==> src/rtl/alu_arbiter_if.sv <==
// Request/result bundle shared by the two requesters, the arbiter and the result consumer.
interface alu_arbiter_if #(
    parameter int WIDTH = 32
);
    logic             req0_valid;
    logic             req0_ready;
    logic [WIDTH-1:0] req0_a;
    logic [WIDTH-1:0] req0_b;
    logic [2:0]       req0_op;
    logic             req1_valid;
    logic             req1_ready;
    logic [WIDTH-1:0] req1_a;
    logic [WIDTH-1:0] req1_b;
    logic [2:0]       req1_op;
    logic             res_valid;
    logic             res_ready;
    logic [WIDTH-1:0] res_c;
    logic             res_id;

    modport master (
        output req0_valid, req0_a, req0_b, req0_op,
        output req1_valid, req1_a, req1_b, req1_op,
        output res_ready,
        input  req0_ready, req1_ready, res_valid, res_c, res_id
    );

    modport slave (
        input  req0_valid, req0_a, req0_b, req0_op,
        input  req1_valid, req1_a, req1_b, req1_op,
        input  res_ready,
        output req0_ready, req1_ready, res_valid, res_c, res_id
    );
endinterface

==> src/rtl/alu_arbiter.sv <==
// Two-port round-robin arbiter in front of one six-operation ALU with a one-entry result register.
module alu_arbiter #(
    parameter int WIDTH = 32
) (
    input  logic          clk,
    input  logic          rst_n,
    alu_arbiter_if.slave  bus
);
    localparam int               SHW     = $clog2(WIDTH);
    localparam logic [WIDTH-1:0] WIDTH_V = WIDTH;

    logic             res_valid_q, res_valid_d;
    logic [WIDTH-1:0] res_c_q, res_c_d;
    logic             res_id_q, res_id_d;
    logic             last_grant_q, last_grant_d;

    logic             can_accept;
    logic             grant0;
    logic             grant1;
    logic [WIDTH-1:0] sel_a;
    logic [WIDTH-1:0] sel_b;
    logic [2:0]       sel_op;
    logic [WIDTH-1:0] alu_c;
    logic [SHW-1:0]   shamt;
    logic             shift_oor;

    // Readies are held low during reset even though the result register is empty.
    always_comb begin
        can_accept = !res_valid_q || bus.res_ready;
        grant0     = 1'b0;
        grant1     = 1'b0;
        if (rst_n && can_accept) begin
            if (bus.req0_valid && bus.req1_valid) begin
                grant0 = last_grant_q;
                grant1 = !last_grant_q;
            end else begin
                grant0 = bus.req0_valid;
                grant1 = bus.req1_valid;
            end
        end
    end

    always_comb begin
        sel_a     = grant1 ? bus.req1_a  : bus.req0_a;
        sel_b     = grant1 ? bus.req1_b  : bus.req0_b;
        sel_op    = grant1 ? bus.req1_op : bus.req0_op;
        shamt     = sel_b[SHW-1:0];
        shift_oor = (sel_b >= WIDTH_V);
        alu_c     = '0;
        case (sel_op)
            3'b000:  alu_c = sel_a + sel_b;
            3'b001:  alu_c = sel_a - sel_b;
            3'b010:  alu_c = sel_a & sel_b;
            3'b011:  alu_c = sel_a | sel_b;
            3'b100:  alu_c = shift_oor ? '0 : (sel_a >> shamt);
            default: alu_c = shift_oor ? {WIDTH{sel_a[WIDTH-1]}}
                                       : WIDTH'($signed(sel_a) >>> shamt);
        endcase
    end

    // A grant in the same cycle as a drain overwrites the register, so no bubble.
    always_comb begin
        res_valid_d  = res_valid_q;
        res_c_d      = res_c_q;
        res_id_d     = res_id_q;
        last_grant_d = last_grant_q;
        if (grant0 || grant1) begin
            res_valid_d  = 1'b1;
            res_c_d      = alu_c;
            res_id_d     = grant1;
            last_grant_d = grant1;
        end else if (res_valid_q && bus.res_ready) begin
            res_valid_d  = 1'b0;
        end
    end

    always_ff @(posedge clk or negedge rst_n) begin
        if (!rst_n) begin
            res_valid_q  <= 1'b0;
            res_c_q      <= '0;
            res_id_q     <= 1'b0;
            last_grant_q <= 1'b1;
        end else begin
            res_valid_q  <= res_valid_d;
            res_c_q      <= res_c_d;
            res_id_q     <= res_id_d;
            last_grant_q <= last_grant_d;
        end
    end

    assign bus.req0_ready = grant0;
    assign bus.req1_ready = grant1;
    assign bus.res_valid  = res_valid_q;
    assign bus.res_c      = res_c_q;
    assign bus.res_id     = res_id_q;
endmodule
==> src/flat_wrapper.sv <==
// flat-port wrapper written by rule: the top's interface ports become plain ports
module alu_arbiter_flat 
#(
    parameter int WIDTH = 32
)
  (clk, rst_n, bus_req0_valid, bus_req0_a, bus_req0_b, bus_req0_op, bus_req1_valid, bus_req1_a, bus_req1_b, bus_req1_op, bus_res_ready, bus_req0_ready, bus_req1_ready, bus_res_valid, bus_res_c, bus_res_id);
  alu_arbiter_if #(.WIDTH(WIDTH)) bus_i ();
  input  logic clk;
  input  logic rst_n;
  input wire logic [$bits(bus_i.req0_valid)-1:0] bus_req0_valid;
  input wire logic [$bits(bus_i.req0_a)-1:0] bus_req0_a;
  input wire logic [$bits(bus_i.req0_b)-1:0] bus_req0_b;
  input wire logic [$bits(bus_i.req0_op)-1:0] bus_req0_op;
  input wire logic [$bits(bus_i.req1_valid)-1:0] bus_req1_valid;
  input wire logic [$bits(bus_i.req1_a)-1:0] bus_req1_a;
  input wire logic [$bits(bus_i.req1_b)-1:0] bus_req1_b;
  input wire logic [$bits(bus_i.req1_op)-1:0] bus_req1_op;
  input wire logic [$bits(bus_i.res_ready)-1:0] bus_res_ready;
  output wire logic [$bits(bus_i.req0_ready)-1:0] bus_req0_ready;
  output wire logic [$bits(bus_i.req1_ready)-1:0] bus_req1_ready;
  output wire logic [$bits(bus_i.res_valid)-1:0] bus_res_valid;
  output wire logic [$bits(bus_i.res_c)-1:0] bus_res_c;
  output wire logic [$bits(bus_i.res_id)-1:0] bus_res_id;
  assign bus_i.req0_valid = bus_req0_valid;
  assign bus_i.req0_a = bus_req0_a;
  assign bus_i.req0_b = bus_req0_b;
  assign bus_i.req0_op = bus_req0_op;
  assign bus_i.req1_valid = bus_req1_valid;
  assign bus_i.req1_a = bus_req1_a;
  assign bus_i.req1_b = bus_req1_b;
  assign bus_i.req1_op = bus_req1_op;
  assign bus_i.res_ready = bus_res_ready;
  assign bus_req0_ready = bus_i.req0_ready;
  assign bus_req1_ready = bus_i.req1_ready;
  assign bus_res_valid = bus_i.res_valid;
  assign bus_res_c = bus_i.res_c;
  assign bus_res_id = bus_i.res_id;
  alu_arbiter #(.WIDTH(WIDTH)) u_core (.clk(clk), .rst_n(rst_n), .bus(bus_i));
endmodule
==> config.mk <==
export PLATFORM = sky130hd
export DESIGN_NAME = alu_arbiter_flat
export DESIGN_NICKNAME = d
export VERILOG_FILES = /design/src/rtl/alu_arbiter_if.sv /design/src/rtl/alu_arbiter.sv /design/src/flat_wrapper.sv
export SDC_FILE = /design/constraint.sdc
export NUM_CORES = 1
export LEC_CHECK = 0
export BUFFER_PORTS_ARGS = -buffer_cell sky130_fd_sc_hd__buf_2
export CORE_ASPECT_RATIO = 0.75
export CORE_MARGIN = 2
export CORE_UTILIZATION = 33
export CTS_BUF_LIST = sky130_fd_sc_hd__clkbuf_16
export CTS_CLUSTER_DIAMETER = 200
export DETAILED_ROUTE_END_ITERATION = 7
export HOLD_SLACK_MARGIN = 0.1
export SKIP_LAST_GASP = 1
export SYNTH_ARGS = -nofsm -noshare
export SYNTH_HDL_FRONTEND = slang
export SYNTH_SLANG_ARGS = --single-unit
==> constraint.sdc <==
create_clock -name clk -period 5.6 [get_ports clk]
set_input_delay 0.84 -clock clk [delete_from_list [all_inputs] [get_ports clk]]
set_output_delay 0.84 -clock clk [all_outputs]
set_load 0.01 [all_outputs]
# [Word-level counts from Yosys, hierarchy flattened]
# Index checks and enable logic that the tools add are counted.
[word_totals] regBits=35 input_bits=139 output_inout_bits=36 word_cells=36
[classes] addsub=2 magnitude_cmp=1 eq_ne=4 n_shift=2 muxes=12 n_bitwise=2 n_reduce_logical=9
[op_table] cell="$pmux W32 S5" n=1
[op_table] cell="$mux W32" n=4
[op_table] cell="$add A32 B32 Y32" n=1
[op_table] cell="$and A32 B32 Y32" n=1
[op_table] cell="$ge A32 B6 Y1 const B" n=1
[op_table] cell="$or A32 B32 Y32" n=1
[op_table] cell="$shr A32 B5 Y32" n=1
[op_table] cell="$sshr A32 B5 Y32" n=1
[op_table] cell="$sub A32 B32 Y32" n=1
[op_table] cell="$eq A3 B2 Y1 const B" n=2
[op_table] cell="$mux W1" n=6
[op_table] cell="$eq A3 B1 Y1 const B" n=1
[op_table] cell="$eq A3 B3 Y1 const B" n=1
[op_table] cell="$logic_and A1 B1 Y1" n=3
[op_table] cell="$logic_not A3 Y1" n=1
[op_table] cell="$mux W3" n=1
[op_table] cell="$logic_not A1 Y1" n=2
[op_table] cell="$logic_or A1 B1 Y1" n=2
[op_table] cell="$reduce_bool A2 Y1" n=1

# [Longest topological paths before layout]
[logic_depth] word_depth=8 mapped_depth=21 mapped_depth_nobuf=19

# [Least setup slack after synthesis]
# Ideal clock, no wire load.
[synth_timing] kind="input -> register" from="input bus_req1_valid" to="register u_core.res_c_q[28], in the netlist u_core.bus.res_c[28]" setup_time_ps=136 t_arrival_ps=5377 required_time_ps=5464 slack_ps=87 path_stages=21 n_path_buf=2 cell_sequence="a21bo_2 o31ai_1 nand2_1 clkinv_1 buf_1 ha_1 nand4b_1 or2_2 nor3_1 nor2_1 xor2_1 ha_1 clkbuf_1 nand2_1 nor3_1 o2111a_1 o21ai_0 a31oi_1 mux2i_1 a2111oi_1 o31ai_1"
[synth_via] elab_chain_cells=7 word_cells_on_any_way=24 classes_between="add/sub (2); order compare (1); eq/ne (4); shift (2); mux (10); bitwise (2); reduce/logical (3)"
[synth_lines] item="from (decl)" line_no="flat_wrapper.sv:14" rtl="input wire logic [$bits(bus_i.req1_valid)-1:0] bus_req1_valid;"
[synth_lines] item="$logic_and A1 B1 Y1" line_no="alu_arbiter.sv:33" rtl="if (bus.req0_valid && bus.req1_valid) begin"
[synth_lines] item="$mux W1" line_no="alu_arbiter.sv:33"
[synth_lines] item="$mux W1" line_no="alu_arbiter.sv:32" rtl="if (rst_n && can_accept) begin"
[synth_lines] item="$mux W32 (on tied branches)" line_no="alu_arbiter.sv:45, alu_arbiter.sv:44"
[synth_lines] item="$ge A32 B6 Y1, or another cell as far along" line_no="alu_arbiter.sv:48" rtl="shift_oor = (sel_b >= WIDTH_V);"
[synth_lines] item="$mux W32 (on tied branches)" line_no="alu_arbiter.sv:56, alu_arbiter.sv:55"
[synth_lines] item="$pmux W32 S5" line_no="alu_arbiter.sv:50" rtl="case (sel_op)"
[synth_lines] item="to (signal assigned)" line_no="alu_arbiter.sv:85" rtl="res_c_q <= res_c_d;"
[synth_lines] item="to (decl)" line_no="alu_arbiter.sv:13" rtl="logic [WIDTH-1:0] res_c_q, res_c_d;"
# Several ways; a longest one is shown, not always the timed one.
# A chain may end at the register's enable or synchronous reset.

# [Worst setup path after layout]
[layout_timing] from="input bus_res_ready" to="register u_core.res_c_q[19], in the netlist u_core.bus.res_c[19]"
[layout_via] elab_chain_cells=7 word_cells_on_any_way=23 classes_between="add/sub (2); order compare (1); eq/ne (4); shift (2); mux (8); bitwise (2); reduce/logical (4)"
[layout_lines] item="from (decl)" line_no="flat_wrapper.sv:18" rtl="input wire logic [$bits(bus_i.res_ready)-1:0] bus_res_ready;"
[layout_lines] item="$logic_or A1 B1 Y1 *" line_no="alu_arbiter.sv:29" rtl="can_accept = !res_valid_q || bus.res_ready;"
[layout_lines] item="$logic_and A1 B1 Y1 *" line_no="alu_arbiter.sv:32"
[layout_lines] item="$mux W1" line_no="alu_arbiter.sv:32"
[layout_lines] item="$mux W32 (on tied branches)" line_no="alu_arbiter.sv:45, alu_arbiter.sv:44"
[layout_lines] item="$ge A32 B6 Y1, or another cell as far along" line_no="alu_arbiter.sv:48"
[layout_lines] item="$mux W32 (on tied branches)" line_no="alu_arbiter.sv:56, alu_arbiter.sv:55"
[layout_lines] item="$pmux W32 S5" line_no="alu_arbiter.sv:50"
# Every way passes the cells marked *; elsewhere a longest branch is shown, timed or not.

==> summary.txt <==
Clock network
  • Clock transition at the registers of the reported paths: 0.06 ns
  • Num CTS Buffers: 5
  • Htree depth: 2
  • Root Buffer: clkbuf_16
  • Hold_buf cts: 0
  • Clk sinks: 35
  • PostCTS Resize Cnt: 0
  • Worst skew pair latency: 0.29 ns
  • CTS Buffer Depth: 2
  • Post-CTS setup buffer count: 0
  • CTS tree: done

Timing
  • Achievable Freq: 185 MHz
  • # setup viols final: 0
  • Final period utilization: 96.3%
  • Max Slew Vio Count: 0
  • Period minus WS final: 5.39 ns
  • Final hold slack: 0.487 ns
  • Worst slew pin tran: 1.18 ns
  • RSZ-0062 raised after global routing: no
  • Final hold viol count: 0
  • Worst rel slew slack: 20.5%
  • Clock Skew: 0.00586 ns

Setup path
  • Crit path launch type: input port
  • R2r setup slk: 0.47 ns
  • Worst Reg-to-Reg Cells: 19
  • Delay-heaviest family, CP: compound AO/OA/AOI/OAI gates
  • Critical Path Sink Type: register
  • Worst Path Max Fanout: 23
  • WS Path Type: input port to register
  • CP max stage delay: 0.49 ns
  • Reg-to-reg startpoint: u_core.last_grant_q
  • RR Endpoint: u_core.bus.res_c[19]
  • CP arrival: 5.54 ns
  • Crit path cell chain: buf_2 > nand2b_1 > nand3_4 > buf_12 > buf_4 > nand3_1 > o21ai_1 > buf_4 > nor2_1 > xnor2_1 > ha_1 > o21ai_0 > a211oi_2 > o41ai_1 > buf_4 > o21ai_0 > o21ai_0 > a21boi_0 > mux2i_1 > a211oi_2
  • Worst path slowest cell: mux2i_1
  • Worst EP required: 5.75 ns
  • Worst path buffer plus inverter count: 5

Detailed routing
  • 1st-iter DRT viols: 1758
  • DRT Pass-1 Iters: 6
  • Residual DRC: 0
  • Drt wl/cell: 27.4 µm
  • Vias: 12300
  • Post-Route WL: 52900 µm
  • DR vias/cell: 6.38
  • DRT antenna net count: 0

Flow run
  • Max-cap violations: 0

GRT
  • GR Util All Layers: 32.6%
  • Gr ovfl total: 0
  • First-pass GRT wire length: 76300 µm
  • Initial antenna violation count: 0
  • Vias in the first global route: 11200
  • Largest net degree at the start of global routing: 77

Yosys
  • Post-Syn Instances: 1383
  • Ys flop type: dfrtp_1
  • Area leader, netlist: mux2i_1
  • Synth async-reset ratio: 100%
  • Synth area leaders: mux2i_1, dfrtp_1, nand2_1, mux2_2, a21oi_1
  • Commonest cells in the synthesized netlist: nand2_1, mux2i_1, nor2_1
  • Ys Warns: 0
  • Synth unique cells: 89
  • Yosys reg bits: 35
  • Mean post-synth cell area: 7.20 µm²
  • Post-Syn Area: 9960 µm²
  • Count leader, synth: nand2_1
  • Syn nets: 1557
  • EDFF count, synth: 0
  • Sequential area share after synthesis: 8.81%
  • Top cell type's share of synthesized area: 15.2%

Placement
  • DP Wirelength: 43500 µm
  • Port buffer count: 174
  • Dpl cells: 1922
  • Final Wtd Congestion: 1.04
  • Placed Area: 11400 µm²

Pwr
  • Leakage: 0.00505 µW
  • Peak VDD IR: 0.0000968 V
  • Cell Pwr Density: 207 nW/µm²

Floorplan
  • Starting density of the core: 33.3%
  • Die Ht: 154 µm
  • Io pins: 175
  • Die Area: 31600 µm²
  • Horiz. Die Dim: 205 µm
  • Num rows: 55
  • CORE AREA: 29900 µm²

Finish
  • Share of layout cells above drive strength 1: 23.6%
  • Final #Nets: 1704
  • Fin area: 11600 µm²
  • Non-Filler Instances: 1931
  • Area delta synth->final: 16.3%
  • Final core utilization: 38.7%

Hold path
  • Worst hold path class: register to register
  • Hold_sp: u_core.last_grant_q
  • Worst Hold Path EP: u_core.last_grant_q
  • Hold depth: 2

Run status
  • Outcome: finished clean
worst max-delay path by stage:
| stage | start | to | cells after the start |
|---|---|---|---|
| final | bus_res_ready | u_core.bus.res_c[19] | 20 |
| after CTS | bus_res_ready | u_core.bus.res_c[17] | 20 |
| after global placement | bus_res_ready | u_core.bus.res_c[17] | 20 |
| after floorplan | bus_req1_valid | u_core.bus.res_c[28] | 21 |
| after global routing | bus_res_ready | u_core.bus.res_c[28] | 20 |
| after detailed placement | bus_res_ready | u_core.bus.res_c[17] | 20 |
through the flow:
step | total power, µW | setup slack, ns | TNS [ns]
after floorplan | 1390 | 0.0871 | 0
after global placement | 2060 | -0.176 | -0.246
after detailed placement | 2050 | -0.0422 | -0.0422
after CTS | 2340 | 0.234 | 0
after global routing | 2520 | 0.0291 | 0
final | 2400 | 0.206 | 0
placed cells by master, fill, tap and decap left out, drive strengths merged, types with 7 or more instances in the layout:
cell type and count:
a21oi 117, mux2i 151, a21boi 7, inv 13, dfrtp 34, buf 236
a21o 12, o21ai 95, maj3 10, o31ai 10, or3 15, xor2 23
nand3b 8, o31a 7, o221ai 12, a31oi 23, o211ai 14, a221oi 13
mux4 17, nor3 50, nor2 135, a211oi 20, nor4 10, nand2 194
mux2 55, ha 34, nand3 22, and2 12, xnor2 29, a2111oi 9
o22ai 14, nand2b 16, and3 13
power breakdown:
group / total (µW) / switching (µW) / internal, µW
logic: 1740 / 1110 / 635
clock network: 280 / 116 / 164
registers: 374 / 55.8 / 318
total: 2400 / 1280 / 1120
layout make-up:
cell class / instances / area (µm²)
repair buffers: 236 / 1360
fillers: 3214 / 18400
well taps: 399 / 499
clock buffers: 5 / 125
inverters: 14 / 52.6
clock inverters: 3 / 20.0
diodes: 1 / 2.50
flip-flops and latches: 35 / 877
multi-input cells: 1238 / 8640
sequential cells by signal (all words and copies together), names as in the netlist:
register,flops
u_core.bus.res_c,32
u_core.bus.res_id,1
u_core.bus.res_valid,1
u_core.last_grant_q,1
metal layers:
metal	track usage (%)	vias to the layer above	wire length, µm
li1	-	5499	-
met1	48.3	5881	23800
met2	45.1	860	20800
met3	10.1	79	6920
met4	7.42	0	1350
met5	0	-	0
kinds of logic (layout without fill, tap and decap cells):
group / count (synthesis) / in the layout / share of synthesized area (%)
and+or+nand+nor: 506 / 506 / 23.7
AOI/OAI and AO/OA: 412 / 412 / 27.2
muxes: 223 / 223 / 25.2
buffers and inverters: 110 / 258 / 4.94
xor gates and xnor gates: 52 / 52 / 4.57
adders and majority gates: 45 / 45 / 5.48
DFF: 35 / 35 / 8.81
other: 0 / 1 / 0
worst min-delay path, stage by stage (launching register included):
cell     delay, ns
dfstp_2       0.39
nand2_1       0.05
nand2_1       0.04
(Power assumes the default switching activity.)
